==> src/rtl/vga_raster_timing.sv <==
// vga_raster_timing
//   Raster timing source and pixel sink for a 640x480@60 display path. A phase counter divides
//   clk_50MHz down to the pixel-slot rate, and horizontal and vertical slot counters scan the
//   frame. The current coordinates and blanking go to the renderer. The renderer's COLOR is
//   sampled back at the end of each slot, then shifted out on RGB. Sync and blank are pipelined
//   the same way, so all three stay mutually aligned.
//
// Ports
//   clk_50MHz    in   system clock, all state on the rising edge
//   RESET        in   synchronous active-high reset
//   COLOR[7:0]   in   renderer pixel {R[2:0],G[2:0],B[1:0]}
//   CLK_DATA     out  pixel-rate clock to the renderer, high for the first half of each slot
//   CURX[9:0]    out  horizontal slot counter
//   CURY[8:0]    out  active line, 0 while VBLANK
//   HBLANK       out  horizontal blanking of the current slot
//   VBLANK       out  vertical blanking of the current line
//   FRAME_START  out  single-cycle pulse on the first cycle of slot (0,0)
//   hs_vga       out  horizontal sync, delayed to match RGB
//   vs_vga       out  vertical sync, delayed to match RGB
//   RED/GREEN/BLUE out  pixel drive, 0 while the delayed blank is set
module vga_raster_timing #(
    parameter int unsigned CLK_DIV   = 2,
    parameter int unsigned H_ACTIVE  = 640,
    parameter int unsigned H_FP      = 16,
    parameter int unsigned H_SYNC    = 96,
    parameter int unsigned H_BP      = 48,
    parameter int unsigned V_ACTIVE  = 480,
    parameter int unsigned V_FP      = 10,
    parameter int unsigned V_SYNC    = 2,
    parameter int unsigned V_BP      = 33,
    parameter int unsigned COLOR_LAT = 1,
    parameter bit          SYNC_POL  = 1'b0
) (
    input  logic       clk_50MHz,
    input  logic       RESET,
    input  logic [7:0] COLOR,
    output logic       CLK_DATA,
    output logic [9:0] CURX,
    output logic [8:0] CURY,
    output logic       HBLANK,
    output logic       VBLANK,
    output logic       FRAME_START,
    output logic       hs_vga,
    output logic       vs_vga,
    output logic [2:0] RED,
    output logic [2:0] GREEN,
    output logic [1:0] BLUE
);

    localparam int unsigned H_TOTAL = H_ACTIVE + H_FP + H_SYNC + H_BP;
    localparam int unsigned V_TOTAL = V_ACTIVE + V_FP + V_SYNC + V_BP;
    localparam int unsigned PW      = $clog2(CLK_DIV);

    localparam logic [PW-1:0] PhaseLast = PW'(CLK_DIV - 1);
    localparam logic [PW-1:0] PhaseHalf = PW'(CLK_DIV / 2);
    localparam logic [9:0]    HLast     = 10'(H_TOTAL - 1);
    localparam logic [9:0]    VLast     = 10'(V_TOTAL - 1);
    localparam logic [9:0]    HActive   = 10'(H_ACTIVE);
    localparam logic [9:0]    VActive   = 10'(V_ACTIVE);
    localparam logic [9:0]    HsStart   = 10'(H_ACTIVE + H_FP);
    localparam logic [9:0]    HsEnd     = 10'(H_ACTIVE + H_FP + H_SYNC);
    localparam logic [9:0]    VsStart   = 10'(V_ACTIVE + V_FP);
    localparam logic [9:0]    VsEnd     = 10'(V_ACTIVE + V_FP + V_SYNC);

    logic [PW-1:0] phaseQ, phaseD;
    logic [9:0]    hcntQ, hcntD;
    logic [9:0]    vcntQ, vcntD;
    logic [8:0]    curyQ, curyD;
    logic          hblankQ, vblankQ;
    logic          frameStartQ;
    logic          firstQ;
    logic          pixCe;
    logic          rawHs, rawVs, rawBlank;

    // Pipe stage i holds the value from i+1 slots ago; stage COLOR_LAT-1 drives the pins.
    logic [COLOR_LAT-1:0] hsPipeQ;
    logic [COLOR_LAT-1:0] vsPipeQ;
    logic [COLOR_LAT-1:0] blankPipeQ;
    logic [7:0]           colorPipeQ [COLOR_LAT];

    assign pixCe = (phaseQ == PhaseLast);

    always_comb begin
        phaseD = pixCe ? '0 : phaseQ + PW'(1);
        hcntD  = hcntQ;
        vcntD  = vcntQ;
        if (pixCe) begin
            if (hcntQ == HLast) begin
                hcntD = '0;
                vcntD = (vcntQ == VLast) ? '0 : vcntQ + 10'd1;
            end else begin
                hcntD = hcntQ + 10'd1;
            end
        end
        curyD = (vcntD < VActive) ? vcntD[8:0] : '0;
    end

    // Raw sync/blank belong to the slot currently being presented on CURX/CURY.
    assign rawHs    = (hcntQ >= HsStart) && (hcntQ < HsEnd);
    assign rawVs    = (vcntQ >= VsStart) && (vcntQ < VsEnd);
    assign rawBlank = hblankQ | vblankQ;

    always_ff @(posedge clk_50MHz) begin
        if (RESET) begin
            phaseQ      <= '0;
            hcntQ       <= '0;
            vcntQ       <= '0;
            curyQ       <= '0;
            hblankQ     <= 1'b0;
            vblankQ     <= 1'b0;
            frameStartQ <= 1'b0;
            firstQ      <= 1'b1;
            for (int i = 0; i < COLOR_LAT; i++) begin
                hsPipeQ[i]    <= 1'b0;
                vsPipeQ[i]    <= 1'b0;
                blankPipeQ[i] <= 1'b1;
                colorPipeQ[i] <= '0;
            end
        end else begin
            phaseQ  <= phaseD;
            hcntQ   <= hcntD;
            vcntQ   <= vcntD;
            curyQ   <= curyD;
            hblankQ <= (hcntD >= HActive);
            vblankQ <= (vcntD >= VActive);
            // The reset cycles must read 0, so the post-reset frame pulse lands on the first
            // cycle out of reset; later pulses mark the wrap into slot (0,0).
            frameStartQ <= firstQ | (pixCe && (hcntD == '0) && (vcntD == '0));
            firstQ      <= 1'b0;
            if (pixCe) begin
                hsPipeQ[0]    <= rawHs;
                vsPipeQ[0]    <= rawVs;
                blankPipeQ[0] <= rawBlank;
                colorPipeQ[0] <= COLOR;
                for (int i = 1; i < COLOR_LAT; i++) begin
                    hsPipeQ[i]    <= hsPipeQ[i-1];
                    vsPipeQ[i]    <= vsPipeQ[i-1];
                    blankPipeQ[i] <= blankPipeQ[i-1];
                    colorPipeQ[i] <= colorPipeQ[i-1];
                end
            end
        end
    end

    assign CLK_DATA    = (phaseQ < PhaseHalf);
    assign CURX        = hcntQ;
    assign CURY        = curyQ;
    assign HBLANK      = hblankQ;
    assign VBLANK      = vblankQ;
    assign FRAME_START = frameStartQ;
    assign hs_vga      = hsPipeQ[COLOR_LAT-1] ? SYNC_POL : ~SYNC_POL;
    assign vs_vga      = vsPipeQ[COLOR_LAT-1] ? SYNC_POL : ~SYNC_POL;
    assign {RED, GREEN, BLUE} = blankPipeQ[COLOR_LAT-1] ? 8'h00 : colorPipeQ[COLOR_LAT-1];

endmodule
==> config.mk <==
export PLATFORM = sky130hd
export DESIGN_NAME = vga_raster_timing
export DESIGN_NICKNAME = d
export VERILOG_FILES = /design/src/rtl/vga_raster_timing.sv
export SDC_FILE = /design/constraint.sdc
export NUM_CORES = 1
export LEC_CHECK = 0
export CAP_MARGIN = 20
export CORE_MARGIN = 1
export CORE_UTILIZATION = 55
export DETAILED_ROUTE_END_ITERATION = 6
export PLACE_DENSITY = 0.83
export SLEW_MARGIN = 30
export SYNTH_ARGS = -nofsm -noshare
export SYNTH_HDL_FRONTEND = slang
export SYNTH_SLANG_ARGS = --single-unit
==> constraint.sdc <==
create_clock -name clk_50MHz -period 4.3 [get_ports clk_50MHz]
set_input_delay 0.645 -clock clk_50MHz [delete_from_list [all_inputs] [get_ports clk_50MHz]]
set_output_delay 0.645 -clock clk_50MHz [all_outputs]
set_load 0.005 [all_outputs]
# After elaboration in Yosys (flattened, before gate mapping)
# Memories as Yosys holds them, arrays and structs flattened.
# Index checks and enable logic that the tools add are counted.
# word_totals
mem_bits_rw	8
mem_count	1
reg_bits	37
word_cells	52
# op_classes
n_lt_le_gt_ge	8
n_mux	15
reduce_logical	9
addsub	3
bitwise	3
n_eq_ne	2
# memory_table
memory	words	word_bits	read_ports	rd_ports_with_merged_regs	write_ports	line	source
colorPipeQ	1	8	1	0	1	79	logic [7:0] colorPipeQ [COLOR_LAT];
# ops
cell	n
two-way mux 10 bit	5
adder 10 x 1 -> 10 bit (second input constant)	2
equality test 10 bit (second input constant)	2
>= comparator 10 bit (second input constant)	2
>= comparator 10 x 9 -> 1 bit (second input constant)	2
zero test 10 bit	2
< comparator 10 x 9 -> 1 bit (second input constant)	2
two-way mux 8 bit	2
< comparator 10 bit (second input constant)	1
two-way mux 1 bit	8
OR reduction 8 bit	1
logical AND 1 bit	4
OR reduction 2 bit	2
bitwise OR 1 bit	2
adder 1 bit (second input constant)	1
< comparator 1 bit (second input constant)	1
NOT 1 bit	1

# Depth between registers and ports, before layout
# Gate-level depths: netlist (run 1).
# depth
depth_word	7
ltp_mapped	8

# Worst setup path before layout (run 1)
# Ideal clock, no wire load.
# synth_path
path_kind	reg2reg
start	reg hcntQ[1], in the netlist CURX[1]
end	reg vblankQ, in the netlist VBLANK
path_stages_with_launch	9
period_less_slack_ns	2.343
path_buffers	1
setup_slack_ns	1.957
setup_time_ns	0.066
t_arrival_ns	2.277
cell_sequence	dfxtp_1 > ha_1 > nand4_4 > or4_1 > buf_4 > nor3_4 > o21ai_2 > o31ai_4 > nor2b_1
# synth_via
elab_chain_len	4
# synth_rtl
element	line	source
from (decl)	66	logic [9:0] hcntQ, hcntD;
from (signal assigned)	121	hcntQ <= hcntD;
equality test 10 bit	88	if (hcntQ == HLast) begin
two-way mux 10 bit	88	
two-way mux 10 bit	87	if (pixCe) begin
>= comparator 10 x 9 -> 1 bit	125	vblankQ <= (vcntD >= VActive);
to (signal assigned)	125	
to (decl)	69	logic hblankQ, vblankQ;
# No other way between the ends.
# A chain may end at the register's enable or synchronous reset.

# Worst setup path in the final report (run 1)
# Same ends and word-level chain as after synthesis.

==> impl_metrics.yaml, run 1 <==
status:
  status: "finished, final reports clean"
power_and_ir_drop:
  p_sw_share_pct: 20.77
  sequentialPowerShare_pct: 61.0
  ir_drop_v: 0.0001743
  combPwrFrac_pct: 5.9
  p_clk_share_pct: 33.1
  power.leakage_nw: 0.9390
  power.internal_uw: 578.1
  power_density_nw_per_um2: 274.3
  switchingPower_uw: 151.5
drt:
  drc_errors: 0
  vias: 1756
  wl_per_cell_um: 14.21
  first_pass_iters: 4
  via_per_inst: 5.610
  drt_iter0_drc: 78
  wl_um: 4449
  ant_nets: 0
cells_and_area:
  fillers: 306
  design.final.nets: 279
  multi_input_area_um2: 1059
  ff_latch_area_um2: 980.9
  diodes: 0
  area.growth.synth_to_final_pct: 24.18
  drive_gt1_share_pct: 6.415
  final_util_pct: 72.12
sta:
  slew_violations: 0
  worst_pin_slew_ns: 0.5431
  finalHoldViolCount: 0
  slew_headroom_pct: 63.66
  rsz0062_at_grt: "false"
  fin_skew_ns: 0.004182
  hold_ws_ns: 0.4443
  final.setup.tns_ns: 0
  final-setup-viol-count: 0
  final.period_utilization_pct: 62.48
  fmax_mhz: 372.2
  period_minus_slack_ns: 2.687
run:
  maxCapViolCount: 0
setup_path:
  critical_path_arrival_ns: 2.91
  required_ns: 4.53
  path_max_fanout: 10
  crit_type: "flip-flop to flip-flop"
  cp_slowest_stage_delay_ns: 0.70
  cp-end-kind: "flip-flop"
  cp-start-kind: "flip-flop"
  path_cells: "ha_1 > nand4_4 > or4_1 > nor3_4 > o21ai_2 > o31ai_4 > nor2b_1"
  crit_path_top_delay_cell: "or4_1"
place:
  place.port_buffers: 42
  place.gp.congestion: 0.9007
  dp_hpwl_um: 3245
global_route:
  grt_pass1_wl_um: 7638
  grt_max_degree: 33
  grt_pass1_vias: 1641
  grt_use_total_pct: 24.10
  grt_overflow: 0
  antenna_found_initial: 0
clocking:
  cts_tree: "done"
  h-tree-depth: 2
  post-cts-setup-buffers: 0
  hold_buffers: 0
  clkTransAtPathRegs_ns: 0.08
  cts_made_buffers: 5
  cts_resized: 0
  cts_buffer_depth: 2
  clkSinkCount: 45
  clk_latency_ns: 0.29
  root_buffer: "clkbuf_8"
synth:
  yosysWarningCount: 0
  async_flop_share_pct: 0
  synth-edff-count: 8
  syn_inst: 225
  syn_area_per_cell_um2: 9.520
  synth_flop_cell: "dfxtp_1"
  yosysUniqueCellTypes: 50
  ys_seq_area_share_pct: 45.79
  synth.ff_latch_count: 45
  synth_nets: 240
  synth_area_um2: 2142
floorplan:
  die_height_um: 64.41
  dieArea_um2: 4148
  rows: 22
  core-area_um2: 3689
  ios: 43
  die_x_um: 64.41
  start_util_pct: 58.07
worst_hold_path:
  hold_class: "flip-flop to flip-flop"
-- synth_stat cells (all sizes together) (2+ instances only) --
| cell type | instances | area, um^2 |
|---|---|---|
| dfxtp | 37 | 740.7 |
| nor2 | 16 | 60.06 |
| nor3 | 16 | 91.34 |
| inv | 12 | 45.04 |
| nor2b | 12 | 75.07 |
| nand3 | 11 | 55.05 |
| nand2 | 10 | 37.54 |
| nand4 | 10 | 77.57 |
| and2 | 8 | 50.05 |
| edfxtp | 8 | 240.2 |
| o21ai | 8 | 43.79 |
| xnor2 | 8 | 70.07 |
| xor2 | 7 | 61.31 |
| a21oi | 6 | 30.03 |
| buf | 6 | 35.03 |
| clkbuf | 6 | 22.52 |
| nor4 | 6 | 73.82 |
| ha | 5 | 62.56 |
| or3 | 4 | 25.02 |
| nand2b | 3 | 18.77 |
| and3 | 2 | 12.51 |
| o31ai | 2 | 28.78 |
| or4 | 2 | 15.01 |
-- power groups by stage --
| stage | Sequential [mW] | Combinational, mW | Clock [mW] |
|---|---|---|---|
| finish | 0.445 | 0.0432 | 0.241 |
| global route | 0.447 | 0.0475 | 0.260 |
| CTS | 0.445 | 0.0434 | 0.244 |
| detailed placement | 0.455 | 0.0431 | 0 |
| global placement | 0.454 | 0.0427 | 0 |
| floorplan | 0.452 | 0.0214 | 0 |
-- layout make-up --
| cell class | count | share of cell area (%) |
|---|---|---|
| multi-input cells | 156 | 39.79 |
| flip-flops and latches | 45 | 36.88 |
| repair buffers | 44 | 16.37 |
| clock buffers | 8 | 3.010 |
| well taps | 48 | 2.258 |
| inverters | 12 | 1.693 |
-- flip-flops by register name, summed over array words and instances, names as in the netlist --
register and flops:
HBLANK 1, firstQ 1, hsPipeQ 1, vsPipeQ 1, CURX 10, CURY 9
blankPipeQ 1, vcntQ 10, VBLANK 1, phaseQ 1, colorPipeQ 8, FRAME_START 1
-- cells by family (layout without fill, tap and decap cells) --
family | Yosys count | after routing | synth area share, %
flip-flops | 45 | 45 | 45.79
XOR/XNOR | 15 | 15 | 6.133
buffers and inverters | 24 | 64 | 4.789
AO/OA/AOI/OAI | 28 | 28 | 9.464
multiplexers | 1 | 1 | 0.5257
adder cells (fa/ha/maj) | 5 | 5 | 2.921
AND/OR/NAND/NOR | 107 | 107 | 30.37
-- final timing paths --
| path | from | to | slack (ns) | cells after the start |
|---|---|---|---|---|
| worst min register to register | firstQ | FRAME_START | 0.44 | 2 |
| worst max-delay path | CURX[1] | VBLANK | 1.61 | 7 |
| worst min-delay path | firstQ | FRAME_START | 0.44 | 2 |
| worst max register to register | CURX[1] | VBLANK | 1.61 | 7 |
-- cells in the final DEF (no fill, tap or decap), drive strengths merged, types with 3 or more instances in the layout --
master and count:
a21oi 6, and2 8, clkbuf 8, clkdlybuf4s50 42, dfxtp 37, edfxtp 8, ha 5, inv 12
nand2 10, nand2b 3, nand3 11, nand4 10, nor2 16, nor2b 12, nor3 16, nor4 6
o21ai 8, or3 4, xnor2 8, xor2 7
-- metrics by stage --
stage                     cells  instance area, um^2  power, mW  setup slack, ns
after CTS                   313                 2660     0.7327            1.609
final                       313                 2660     0.7296            1.613
after floorplan             225                 2142     0.4733            1.957
after global routing        313                 2660     0.7545            1.423
after detailed placement    305                 2580     0.4982            1.633
after global placement      305                 2580     0.4972            1.752
-- per-layer routing --
metal	track usage [%]	vias up	wire (um)	part of all wire, %
met1	32.13	812	1982	45
met2	38.95	64	2156	48
met3	4.107	10	224	5.0
met4	8.889	0	86	1.9
li1	-	870	-	-
met5	0	-	0	0
-- worst max-delay path: cells and delay by family, from the launching register on --
family	cells	cell delay, ns
adders and majority gates	1	0.33
and+or+nand+nor	4	1.28
AOI/OAI and AO/OA	2	0.59
DFF	1	0.43
Power figures use the tool's default switching activity.
==> run 2, diff against run 1 <==
--- a/config.mk
+++ b/config.mk
@@ -7,9 +7,9 @@
 export LEC_CHECK = 0
 export CAP_MARGIN = 20
 export CORE_MARGIN = 1
-export CORE_UTILIZATION = 55
+export CORE_UTILIZATION = 51
 export DETAILED_ROUTE_END_ITERATION = 6
-export PLACE_DENSITY = 0.83
+export PLACE_DENSITY = 0.77
 export SLEW_MARGIN = 30
 export SYNTH_ARGS = -nofsm -noshare
 export SYNTH_HDL_FRONTEND = slang
==> constraint.sdc (replaced) <==
create_clock -name clk_50MHz -period 2.5 [get_ports clk_50MHz]
set_input_delay 0.375 -clock clk_50MHz [delete_from_list [all_inputs] [get_ports clk_50MHz]]
set_output_delay 0.375 -clock clk_50MHz [all_outputs]
set_load 0.005 [all_outputs]
==> impl_metrics.yaml, run 2 (synthesized netlist as in run 1, its figures left out) <==
sta:
  final.setup.tns_ns: 0
  slew_headroom_pct: 62.24
  worst_pin_slew_ns: 0.5643
  final-setup-viol-count: 0
  slew_violations: 0
  fmax_mhz: 416.2
  period_minus_slack_ns: 2.402
  final.period_utilization_pct: 96.10
  fin_ws_ns: 0.09757
  fin_skew_ns: 0.001322
  finalHoldViolCount: 0
drt:
  drt_iter0_drc: 122
  vias: 1822
  drc_errors: 0
  ant_nets: 0
  first_pass_iters: 6
  via_per_inst: 5.538
  wl_um: 4751
  wl_per_cell_um: 14.44
floorplan:
  ios: 43
  rows: 23
  start_util_pct: 53.17
  die_x_um: 66.81
  die_height_um: 66.81
  dieArea_um2: 4464
  core-area_um2: 4029
setup_path:
  reg2regPathDepth: 9
  path_max_fanout: 7
  critical_path_arrival_ns: 2.60
  r2r-start: "vcntQ[1]"
  r2r_end: "FRAME_START"
  crit_type: "flip-flop to flip-flop"
  cp-start-kind: "flip-flop"
  required_ns: 2.70
  reg2reg_setup_slack_ns: 0.1
  cp-end-kind: "flip-flop"
cells_and_area:
  final_cell_mix: "42 x clkdlybuf4s50_1, 37 x dfxtp_1, 16 x nor2_1, 16 x buf_4, 15 x nor3_1"
  drive_gt1_share_pct: 11.11
  final_common_cell: "clkdlybuf4s50_1"
  design.final.nets: 293
  final_util_pct: 68.70
  area.growth.synth_to_final_pct: 29.21
  diodes: 0
  finalNonFillerCells: 329
run:
  maxCapViolCount: 0
clocking:
  clkTransAtPathRegs_ns: 0.07
  cts_made_buffers: 5
  root_buffer: "clkbuf_8"
  cts_resized: 0
  clkSinkCount: 45
  hold_buffers: 0
  cts_buffer_depth: 2
  cts_tree: "done"
  h-tree-depth: 2
  clk_latency_ns: 0.29
worst_hold_path:
  min-delay-start: "hsPipeQ"
  hold_class: "flip-flop to flip-flop"
  hold-path-endpoint: "hsPipeQ"
  hold_depth: 2
place:
  place.port_buffers: 42
  placedCellCount: 319
  place.gp.congestion: 0.8935
  dp_hpwl_um: 3471
  dp_slack_ns: 0.04346
status:
  status: "finished, final reports clean"
global_route:
  grt_max_degree: 24
  antenna_found_initial: 0
  grt_overflow: 0
  grt_pass1_vias: 1631
  grt_use_total_pct: 23.65
  grt_pass1_wl_um: 7803
power_and_ir_drop:
  power_density_nw_per_um2: 456.5
  ir_drop_v: 0.0003590
  power.leakage_nw: 1.010
run 2: how the worst max path moves through the flow:
stage | startpoint | to | slack, ns | cells after the start
floorplan | CURX[1] | VBLANK | 0.16 | 8
global placement | vcntQ[0] | FRAME_START | 0.08 | 8
detailed placement | vcntQ[1] | FRAME_START | 0.04 | 8
CTS | vcntQ[1] | FRAME_START | 0.01 | 8
global route | vcntQ[0] | FRAME_START | -0.05 | 9
finish | vcntQ[1] | FRAME_START | 0.1 | 9
run 2: routing by layer:
metal  share of wire, %  up-vias  GRT usage (%)  routed length (um)
li1                   -      898              -                   -
met1                 44      831          30.61                2084
met2                 48       83          37.50                2297
met3                6.1       10          4.623                 288
met4                1.7        0          11.17                  80
met5                  0        -              0                   0
run 2: final cells by class:
| class | count | area, um^2 |
|---|---|---|
| fill | 332 | 1261 |
| tap | 50 | 62.56 |
| multi-input combinational | 156 | 1059 |
| inverter | 12 | 45.04 |
| timing repair buffer | 58 | 540.5 |
| clock buffer | 8 | 80.08 |
| sequential | 45 | 980.9 |
run 2: where the power goes:
part           total, mW  internal [mW]  switching, mW  leakage, nW
combinational     0.0845         0.0470         0.0375        0.585
clock              0.418          0.199          0.219       0.0395
sequential         0.761          0.754        0.00757        0.386
total               1.26          0.999          0.264         1.01
run 2: through the flow:
step           hold WS [ns]  instance area [um^2]  total power [mW]
4_1_cts              0.4703                  2753             1.275
2_1_floorplan        0.4027                  2142            0.8140
3_5_place_dp         0.4602                  2673            0.8629
5_1_grt              0.5083                  2768             1.311
6_report             0.4745                  2768             1.263
3_3_place_gp         0.4524                  2673            0.8611
run 2: timing repair:
item | 4_1_cts | 5_1_grt
setup endpoints to repair | 0 | 10
hold endpoints to repair | 0 | 0
setup buffers | 0 | 2
run 2: worst max-delay path, cell delays in order, from the launching register on:
cell and delay [ns]:
dfxtp_1 0.39, inv_1 0.13, ha_1 0.16, or4b_1 0.51
nor4_4 0.21, buf_4 0.17, o21ai_0 0.07, a21oi_1 0.26
nand4_1 0.15, o31ai_1 0.27
